===== config.mk =====
export PLATFORM = sky130hd
export DESIGN_NAME = spike_rate_decoder
export DESIGN_NICKNAME = d
export VERILOG_FILES = /design/src/rtl/spike_pkg.sv /design/src/rtl/spike_edge_detect.sv /design/src/rtl/spike_rate_decoder.sv
export SDC_FILE = /design/constraint.sdc
export NUM_CORES = 1
export LEC_CHECK = 0
export BUFFER_PORTS_ARGS = -buffer_cell sky130_fd_sc_hd__buf_2
export CORE_MARGIN = 2
export CORE_UTILIZATION = 46
export DETAILED_ROUTE_END_ITERATION = 16
export PLACE_DENSITY = 0.7
export SYNTH_ARGS = -nofsm -noshare
export SYNTH_HDL_FRONTEND = slang
export SYNTH_HIERARCHICAL = 1
export SYNTH_SLANG_ARGS = --single-unit

===== constraint.sdc =====
create_clock -name clk -period 1.5 [get_ports clk]
set_input_delay 0.075 -clock clk [delete_from_list [all_inputs] [get_ports clk]]
set_output_delay 0.075 -clock clk [all_outputs]
set_load 0.005 [all_outputs]

===== src/rtl/spike_pkg.sv =====
// Shared types and helpers for the spike decoding blocks: default widths,
// decoder state enum and a saturating increment.
package spike_pkg;

    localparam int SPIKE_CNT_W = 8;
    localparam int SPIKE_ISI_W = 16;

    typedef enum logic {
        IDLE = 1'b0,
        RUN  = 1'b1
    } dec_state_t;

    // Increment only when asked and only while below the ceiling, so counters never wrap
    function automatic logic [31:0] sat_inc(input logic [31:0] value,
                                            input logic [31:0] max_value,
                                            input logic        inc);
        if (inc && (value < max_value)) begin
            return value + 32'd1;
        end
        return value;
    endfunction

endpackage


===== src/rtl/spike_edge_detect.sv =====
// Registers the neuron spike level and emits a one-cycle pulse on its rising edge.
module spike_edge_detect (
    input  logic clk,
    input  logic reset,
    input  logic spike,
    output logic spike_rise
);

    logic spike_q;

    always_ff @(posedge clk) begin
        if (reset) begin
            spike_q <= 1'b0;
        end else begin
            spike_q <= spike;
        end
    end

    assign spike_rise = spike & ~spike_q;

endmodule


===== src/rtl/spike_rate_decoder.sv =====
// Converts a neuron spike train into a per-window rising-edge count with a
// valid/ready handshake. Optional inter-spike interval output when the macro
// SPIKE_DEC_ISI_EN is defined; otherwise isi/isi_valid are tied to 0.
module spike_rate_decoder
    import spike_pkg::*;
#(
    parameter int WINDOW = 256,
    parameter int CNT_W  = SPIKE_CNT_W,
    parameter int ISI_W  = SPIKE_ISI_W
) (
    input  logic             clk,
    input  logic             reset,
    input  logic             enable,
    input  logic             spike,
    output logic [CNT_W-1:0] rate,
    output logic             rate_valid,
    input  logic             rate_ready,
    output logic             overrun,
    output logic [ISI_W-1:0] isi,
    output logic             isi_valid
);

    localparam int                WIN_W    = $clog2(WINDOW);
    localparam logic [WIN_W-1:0]  WIN_LAST = WIN_W'(WINDOW - 1);
    localparam logic [31:0]       CNT_MAX  = 32'((64'd1 << CNT_W) - 64'd1);

    dec_state_t       state_q;
    dec_state_t       state_d;
    logic             spike_rise;
    logic             active;
    logic             close;
    logic             accept;
    logic [WIN_W-1:0] win_cnt;
    logic [CNT_W-1:0] spk_cnt;
    logic [CNT_W-1:0] result;

    spike_edge_detect u_edge (
        .clk        (clk),
        .reset      (reset),
        .spike      (spike),
        .spike_rise (spike_rise)
    );

    always_ff @(posedge clk) begin
        if (reset) begin
            state_q <= IDLE;
        end else begin
            state_q <= state_d;
        end
    end

    always_comb begin
        state_d = state_q;
        case (state_q)
            IDLE:    if (enable)  state_d = RUN;
            RUN:     if (!enable) state_d = IDLE;
            default: state_d = IDLE;
        endcase
    end

    // Counting starts the cycle after enable is seen, so a level already high is not counted
    assign active = (state_q == RUN) && enable;
    assign close  = active && (win_cnt == WIN_LAST);
    assign accept = rate_valid && rate_ready;
    assign result = CNT_W'(sat_inc(32'(spk_cnt), CNT_MAX, spike_rise));

    always_ff @(posedge clk) begin
        if (reset || !active || close) begin
            win_cnt <= '0;
            spk_cnt <= '0;
        end else begin
            win_cnt <= win_cnt + 1'b1;
            spk_cnt <= result;
        end
    end

    // A closing window wins over a same-cycle accept; overrun only when the old result was refused
    always_ff @(posedge clk) begin
        if (reset) begin
            rate       <= '0;
            rate_valid <= 1'b0;
            overrun    <= 1'b0;
        end else begin
            if (close) begin
                rate       <= result;
                rate_valid <= 1'b1;
            end else if (accept) begin
                rate_valid <= 1'b0;
            end
            if (close && rate_valid && !rate_ready) begin
                overrun <= 1'b1;
            end else if (accept) begin
                overrun <= 1'b0;
            end
        end
    end

`ifdef SPIKE_DEC_ISI_EN
    localparam logic [31:0] ISI_MAX = 32'((64'd1 << ISI_W) - 64'd1);

    logic             armed;
    logic [ISI_W-1:0] isi_cnt;
    logic [ISI_W-1:0] isi_q;
    logic             isi_valid_q;

    // The counter restarts at 1 on an edge so that its value at the next edge is the distance
    always_ff @(posedge clk) begin
        if (reset) begin
            armed       <= 1'b0;
            isi_cnt     <= '0;
            isi_q       <= '0;
            isi_valid_q <= 1'b0;
        end else begin
            isi_valid_q <= 1'b0;
            if (!active) begin
                armed   <= 1'b0;
                isi_cnt <= '0;
            end else if (spike_rise) begin
                armed   <= 1'b1;
                isi_cnt <= ISI_W'(1);
                if (armed) begin
                    isi_q       <= isi_cnt;
                    isi_valid_q <= 1'b1;
                end
            end else begin
                isi_cnt <= ISI_W'(sat_inc(32'(isi_cnt), ISI_MAX, 1'b1));
            end
        end
    end

    assign isi       = isi_q;
    assign isi_valid = isi_valid_q;
`else
    assign isi       = '0;
    assign isi_valid = 1'b0;
`endif

endmodule


After elaboration in Yosys (flattened, before gate mapping):

Index checks and enable logic that the tools add are counted.

* register bits: 28
* bits in latches: 0
* bits in writable memories: 0
* bits in read-only memories: 0
* output and inout bits: 27
* memories kept: 0

* add/sub/neg operators: 2
* $mul: 0
* divide/modulo/power cells: 0
* magnitude comparators: 1
* equality and inequality tests: 1
* shift-type cells: 0
* multiplexer cells: 7
* bitwise operators: 2
* reductions and logical operators: 12

Operators by type and width (count)
* adder 8 x 1 -> 8 bit, second input constant: 2
* two-way mux 8 bit: 2
* == test 8 bit, second input constant: 1
* < comparator 8 bit, second input constant: 1
* logical AND 1 bit: 6
* two-way mux 1 bit: 5
* nonzero test 2 bit: 2
* zero test 1 bit: 2
* logical OR 1 bit: 2
* AND 1 bit: 1
* NOT 1 bit: 1

Longest topological paths before layout:

Gate-level depths: netlist of the first run.

* depth after elaboration: 5
* depth in mapped cells: 6

Hierarchy:

The synthesis of the first run kept the hierarchy.

Modules (own cells, without submodules)
* spike_rate_decoder: instances 1, cells each 139, area an instance 1242.4 um2
* spike_edge_detect: instances 1, cells each 3, area an instance 47.5 um2

Worst setup path after synthesis of the first run:

OpenSTA, ideal clock, no wires.

* kind: register to register
* start: reg u_edge.spike_q
* end: reg rate[5]
* library setup time: 0.088 ns
* data arrival time: 1.320 ns
* required time: 1.412 ns
* path slack: 0.092 ns
* cell stages (with the launch flop): 6
* path through: dfxtp_1 -> nor2b_4 -> and3_4 -> nand3_2 -> or3b_4 -> a311oi_2

* word-level cells in the longest chain between the ends: 5

Ends and longest elaborated chain
* start, declared: RTL line spike_edge_detect.sv:9 `logic spike_q;`
* start signal, assigned: RTL line spike_edge_detect.sv:15 `spike_q <= spike;`
* NOT 1 bit: RTL line spike_edge_detect.sv:19 `assign spike_rise = spike & ~spike_q;`
* AND 1 bit: RTL line spike_edge_detect.sv:19
* net spike_rise: RTL line spike_rate_decoder.sv:29 `logic spike_rise;`
* logical AND 1 bit: RTL line spike_pkg.sv:17 `if (inc && (value < max_value)) begin`
* two-way mux 1 bit: RTL line spike_pkg.sv:17
* two-way mux 8 bit: RTL line spike_pkg.sv:20 `return value;`
* end signal, assigned: RTL line spike_rate_decoder.sv:85 `rate <= result;`
* end, declared: RTL line spike_rate_decoder.sv:15 `output logic [CNT_W-1:0] rate,`

The timed path passes the listed nets, and every way through them passes these cells.
A chain may end at the register's enable or synchronous reset.

Worst setup path in the final report of the first run:

Same ends and word-level chain as after synthesis.

==> run_results.csv, run 1 <==
group,metric,value,unit
logic_synthesis,share_of_synthesized_area_occupied_by_flip_flops_and_latches,43.5,%
critical_path,rr_worst_depth,5,
logic_synthesis,yosys.cell_types.count,34,
cts,clock_insertion_delay_worst_skew,0.32,ns
route,via_count,1012,
logic_synthesis,post_synth_instance_area,1290,um^2
critical_path,crit_path_start_kind,"flop",
route,via_per_inst,4.99,
finish,flow.area_growth_from_synthesis,19.7,%
power_and_ir_drop,leakagePower,0.000635,uW
logic_synthesis,syn_area_per_cell,9.08,um^2
sta,finalHoldViolCount,0,
logic_synthesis,synth.ff_latch_count,28,
cts,cts_htree_levels,1,
critical_path,critPathKind,"flop to flop",
cts,clock_path_buffers,2,
route,wl_per_cell,12.1,um
power_and_ir_drop,ir_worst_vdd,0.564,mV
place,worst_setup_slack_post_dpl,0.00224,ns
logic_synthesis,netlist_top_cells_area,"sky130_fd_sc_hd__dfxtp_1 (43%), sky130_fd_sc_hd__buf_4 (9.9%), sky130_fd_sc_hd__nor2_1 (6.7%)",
logic_synthesis,netlist.area_leader.share,43.5,%
cts,path_clk_slew,0.14,ns
logic_synthesis,netlist.top_cell.by_area,"sky130_fd_sc_hd__dfxtp_1",
global_route,grt_util_all_layers,15.0,%
floorplanning,std_cell_rows,19,
finish,insertedDiodeCount,0,
logic_synthesis,synthCells,142,
route,detail_route.iter0.violations,16,
critical_path,critical_path.reg2reg.startpoint,"u_edge/spike_q",
critical_path,cp-startpoint,"u_edge/spike_q",
flow_run,cap_viol_max_count,0,
logic_synthesis,ys_async_sr_fraction,0,%
worst_hold_path,holdCritPathClass,"input pin to flop",
sta,layout_min_cycle_time,1.43,ns
global_route,grt_max_degree,16,
outcome,run_status,"completed",
critical_path,worst-endpoint-required,1.74,ns
finish,layout.cells.most_common,"sky130_fd_sc_hd__nor2_1",
global_route,grt_antenna_before_repair,0,
route,routed_wire_length,2.46,mm
floorplanning,design.die.area,3240,um^2
critical_path,crit_fanout,4,
sta,worst_hold_slack,0.0953,ns
sta,setup_viol,0,
sta,timing.final.ws_setup,0.0663,ns
logic_synthesis,ys_warn_count,6,
floorplanning,core_area,2710,um^2
floorplanning,boundaryPins,32,
route,first_pass_iters,4,
cts,numCtsBuffers,3,
finish,drive_above_1_share,30.8,%
floorplanning,initial_core_util,47.6,%
place,place_hpwl,1.73,mm
cts,clock_sinks,28,
sta,final_max_slew_viol_count,0,
logic_synthesis,synth_enable_flop_cells,0,
route,drc_errors,0,
finish,n_fill_cell,251,
finish,top_library_cells_by_usage_in_the_layout_fill_and_taps_aside,"sky130_fd_sc_hd__nor2_1 (23), sky130_fd_sc_hd__dfxtp_1 (22), sky130_fd_sc_hd__conb_1 (17)",
global_route,grt_overflow_total,0,
floorplanning,die_width,57.0,um
sta,rsz0062_at_grt,"true",
place,gp_routability_congestion,0.740,
critical_path,worstSetupEndpointType,"flop",
critical_path,reg2reg_setup_slack,0.07,ns
cts,cts_tree,"done",
global_route,grt_pass1_wl,3.84,mm
sta,achievable-frequency,697,MHz
critical_path,crit_path_end,"rate[5]",
global_route,grt_pass1_vias,912,
sta,clock-skew-final,0.00471,ns
sta,finalCritPeriodShare,95.6,%
critical_path,r2r-end,"rate[5]",
cts,clock_tree.root_cell,"sky130_fd_sc_hd__clkbuf_4",
logic_synthesis,synth_top_flop_cell,"sky130_fd_sc_hd__dfxtp_1",
finish,finish.net_count,180,
place,buffer_ports.inserted,14,
finish,utilization,57.0,%
floorplanning,die_h,57.0,um
critical_path,cp_data_arrival_time,1.68,ns
power_and_ir_drop,finalPower,1170,uW
power_and_ir_drop,p_per_area,756,nW/um^2
route,detail-route-antenna-nets,0,
[report_power, final]
group | leakage, uW | switching, uW | internal, uW | total, uW
clock network | 0.0000210 | 209 | 148 | 357
registers | 0.000229 | 2.66 | 748 | 751
logic | 0.000386 | 32.7 | 26.0 | 58.7
[cells by family after synthesis]
kind of cell             after synthesis  share of synthesized area (%)
multiplexers                           3                           2.33
AO/OA/AOI/OAI                         20                           10.5
buffers and inverters                 25                           13.0
adder cells (fa/ha/maj)                2                           1.94
AND/OR/NAND/NOR                       56                           23.8
other                                  1                          0.291
flip-flops                            28                           43.5
XOR/XNOR                               7                           4.75
[flip-flops by register name (all words and copies together), names as in the netlist]
| name | flops |
|---|---|
| win_cnt | 8 |
| u_edge/spike_q | 1 |
| state_q | 1 |
| rate_valid | 1 |
| rate | 8 |
| overrun | 1 |
| spk_cnt | 8 |
[critical path, stage by stage (launching register included)]
cell,delay [ns]
sky130_fd_sc_hd__dfxtp_2,0.35
sky130_fd_sc_hd__nor2b_4,0.14
sky130_fd_sc_hd__and3_4,0.20
sky130_fd_sc_hd__nand3_2,0.09
sky130_fd_sc_hd__or3b_4,0.40
sky130_fd_sc_hd__a311oi_2,0.19
[final cells by class]
type                            instances  area (um^2)  share of cell area, %
Timing Repair Buffer                   31          221                   14.3
Sequential cell                        28          568                   36.8
Tap cell                               31         38.8                   2.51
Inverter                                4         15.0                  0.972
Multi-Input combinational cell        105          664                   43.0
Clock buffer                            4         36.3                   2.35
[Yosys cell counts, drive strengths merged, types with 3 or more instances]
library cell   n
nand3          8
nor2b          3
inv            4
xor2           3
nand4          4
xnor2          4
o22ai          5
nand2          5
a211oi         3
dfxtp         28
nand2b         7
nor2          23
a21oi          3
o21ai          5
mux2i          3
buf           19
[worst min path at each step]
stage,slack [ns],end,depth (start not counted),start
2_1_floorplan,0.14,u_edge/spike_q,1,reset
3_3_place_gp,0.27,overrun,2,rate_ready
3_5_place_dp,0.29,overrun,2,rate_ready
4_1_cts,0.08,u_edge/spike_q,2,reset
5_1_grt,0.09,u_edge/spike_q,2,reset
6_report,0.1,u_edge/spike_q,2,reset
[per-stage QoR]
step / std cells / instance area [um^2] / TNS [ns]
after floorplan: 158 / 1350 / 0
after global placement: 187 / 1360 / 0
after detailed placement: 187 / 1360 / 0
after CTS: 195 / 1430 / -0.0284
after global routing: 203 / 1540 / -0.0313
final: 203 / 1540 / 0
[per-layer routing]
layer	vias to the layer above	share of wire [%]	GRT usage, %
li1	511	-	-
met5	-	0	0
met4	0	0.89	6.98
met3	2	3.5	2.49
met1	480	42	17.0
met2	19	53	27.1
[repair_timing]
| action | 4_1_cts | 5_1_grt |
|---|---|---|
| gates cloned | 0 | 0 |
| gates resized for setup | 1 | 16 |
| pin swaps | 1 | 4 |
| buffers inserted | 1 | 8 |
| hold endpoints to repair | 3 | 0 |
| setup endpoints to repair | 2 | 7 |
| hold buffers | 3 | 0 |
No activity file was read; power rests on OpenSTA's default activity.
==> run 2, diff against run 1 <==
Settings changed: CELL_PAD_IN_SITES_DETAIL_PLACEMENT set to 1, CELL_PAD_IN_SITES_GLOBAL_PLACEMENT set to 2, CORE_UTILIZATION 46 to 27, PLACE_DENSITY 0.7 to 0.69.
==> run 2 against run 1 <==
Effect of this change:
- final area increased by 3.1%
- sequential share of layout area decreased by 0.94 points
- largest power group unchanged
- largest cell class unchanged
- fmax increased by 1.3%
==> run_results.csv, run 2 (synthesized netlist as in run 1, its figures left out) <==
group,metric,value,unit
route,first_pass_iters,4,
power_and_ir_drop,p_per_area,812,nW/um^2
finish,seq_area,571,um^2
floorplanning,std_cell_rows,25,
critical_path,rr_worst_depth,5,
global_route,grt_overflow_total,0,
floorplanning,die_width,73.1,um
global_route,grt_pass1_vias,1033,
global_route,grt_pass1_wl,4.83,mm
global_route,grt_max_degree,16,
floorplanning,boundaryPins,32,
critical_path,critPathKind,"flop to flop",
critical_path,reg2reg_setup_slack,0.08,ns
sta,final_max_slew_viol_count,0,
place,dp.cells,214,
place,gp_routability_congestion,0.783,
route,via_per_inst,4.58,
finish,multi_input_area,678,um^2
cts,clock_path_buffers,2,
floorplanning,initial_core_util,27.7,%
sta,worst_hold_slack,0.0251,ns
critical_path,worstSetupEndpointType,"flop",
finish,top_flop_regs,"rate: 8 flops, spk_cnt: 8 flops, win_cnt: 8 flops",
global_route,grt_util_all_layers,11.9,%
critical_path,crit_path_start_kind,"flop",
finish,finished_layout_cells,225,
route,drc_errors,0,
finish,layout.cells.most_common,"sky130_fd_sc_hd__nor2_1",
power_and_ir_drop,leakagePower,0.000639,uW
cts,cts_tree,"done",
critical_path,worst-endpoint-required,1.70,ns
floorplanning,die_h,73.1,um
cts,cts_htree_levels,1,
cts,clock_sinks,28,
cts,path_clk_slew,0.10,ns
route,routed_wire_length,3.00,mm
route,wl_per_cell,13.4,um
flow_run,cap_viol_max_count,0,
floorplanning,design.die.area,5350,um^2
critical_path,r2r-end,"rate[5]",
place,buffer_ports.inserted,14,
route,via_count,1030,
finish,flow.area_growth_from_synthesis,23.4,%
finish,insertedDiodeCount,0,
worst_hold_path,holdCritPathClass,"input pin to flop",
power_and_ir_drop,finalPower,1290,uW
cts,numCtsBuffers,3,
sta,layout_min_cycle_time,1.42,ns
route,detail-route-antenna-nets,0,
finish,finish.net_count,179,
floorplanning,core_area,4660,um^2
sta,finalHoldViolCount,0,
outcome,run_status,"completed",
critical_path,critical_path.reg2reg.startpoint,"u_edge/spike_q",
worst_hold_path,hold_path_stages,2,
finish,n_fill_cell,556,
finish,top_library_cells_by_usage_in_the_layout_fill_and_taps_aside,"sky130_fd_sc_hd__nor2_1 (23), sky130_fd_sc_hd__dfxtp_1 (20), sky130_fd_sc_hd__conb_1 (17)",
route,detail_route.iter0.violations,24,
worst_hold_path,hold_path_end,"state_q",
finish,utilization,34.1,%
power_and_ir_drop,ir_worst_vdd,0.476,mV
cts,clock_tree.root_cell,"sky130_fd_sc_hd__clkbuf_8",
place,place_hpwl,2.18,mm
sta,achievable-frequency,706,MHz
critical_path,crit_fanout,4,
worst_hold_path,min_from,"enable",
sta,clock-skew-final,0.00595,ns
critical_path,cp_data_arrival_time,1.62,ns
global_route,grt_antenna_before_repair,0,
cts,clock_insertion_delay_worst_skew,0.28,ns
finish,drive_above_1_share,35.1,%
sta,finalCritPeriodShare,94.4,%
sta,setup_viol,0,
==> run 2: worst max path at each step <==
| stage | cells after the start | slack, ns | start | to |
|---|---|---|---|---|
| after floorplan | 5 | 0.09 | u_edge/spike_q | rate[5] |
| after global placement | 5 | 0.06 | u_edge/spike_q | rate[5] |
| after detailed placement | 6 | -0.008 | win_cnt[0] | rate[5] |
| after CTS | 6 | 0.002 | win_cnt[0] | rate[5] |
| after global routing | 5 | -0.007 | spk_cnt[0] | rate[6] |
| final | 5 | 0.08 | u_edge/spike_q | rate[5] |
==> run 2: through the flow <==
step,instance area (um^2),TNS (ns),setup slack [ns]
floorplan,1350,0,0.0917
global placement,1420,0,0.0619
detailed placement,1420,-0.00751,-0.00751
CTS,1500,0,0.00176
global route,1590,-0.0112,-0.00702
finish,1590,0,0.0841
==> run 2: layout make-up <==
type,instances,share of cell area (%)
inverter,4,0.943
timing repair buffer,30,12.9
clock buffer,4,3.46
multi-input combinational,105,42.6
sequential,28,35.8
tap,54,4.25
==> run 2: repair_timing <==
action / CTS / global route
hold buffers: 1 / 0
endpoints found under the hold margin: 1 / 0
setup endpoints to repair: 1 / 11
resized for setup: 2 / 18
pin swaps: 1 / 2
setup buffers: 1 / 5
==> run 2: report_power, final <==
group | internal [uW] | switching [uW] | total (uW)
clock | 236 | 248 | 483
combinational | 23.9 | 34.4 | 58.3
sequential | 747 | 2.86 | 750
total | 1010 | 285 | 1290
==> run 2: critical path: stages (launching register included) <==
cell and delay (ns):
sky130_fd_sc_hd__dfxtp_2 0.34, sky130_fd_sc_hd__nor2b_4 0.13, sky130_fd_sc_hd__and3_4 0.19, sky130_fd_sc_hd__nand3_2 0.08
sky130_fd_sc_hd__or3b_4 0.39, sky130_fd_sc_hd__a311oi_2 0.20
==> run 2: routing by layer <==
layer,vias up,GRT usage [%],wire [um]
li1,503,-,-
met1,509,12.7,1190
met2,14,22.5,1710
met3,4,2.90,75
met4,0,3.70,32
met5,-,0,0
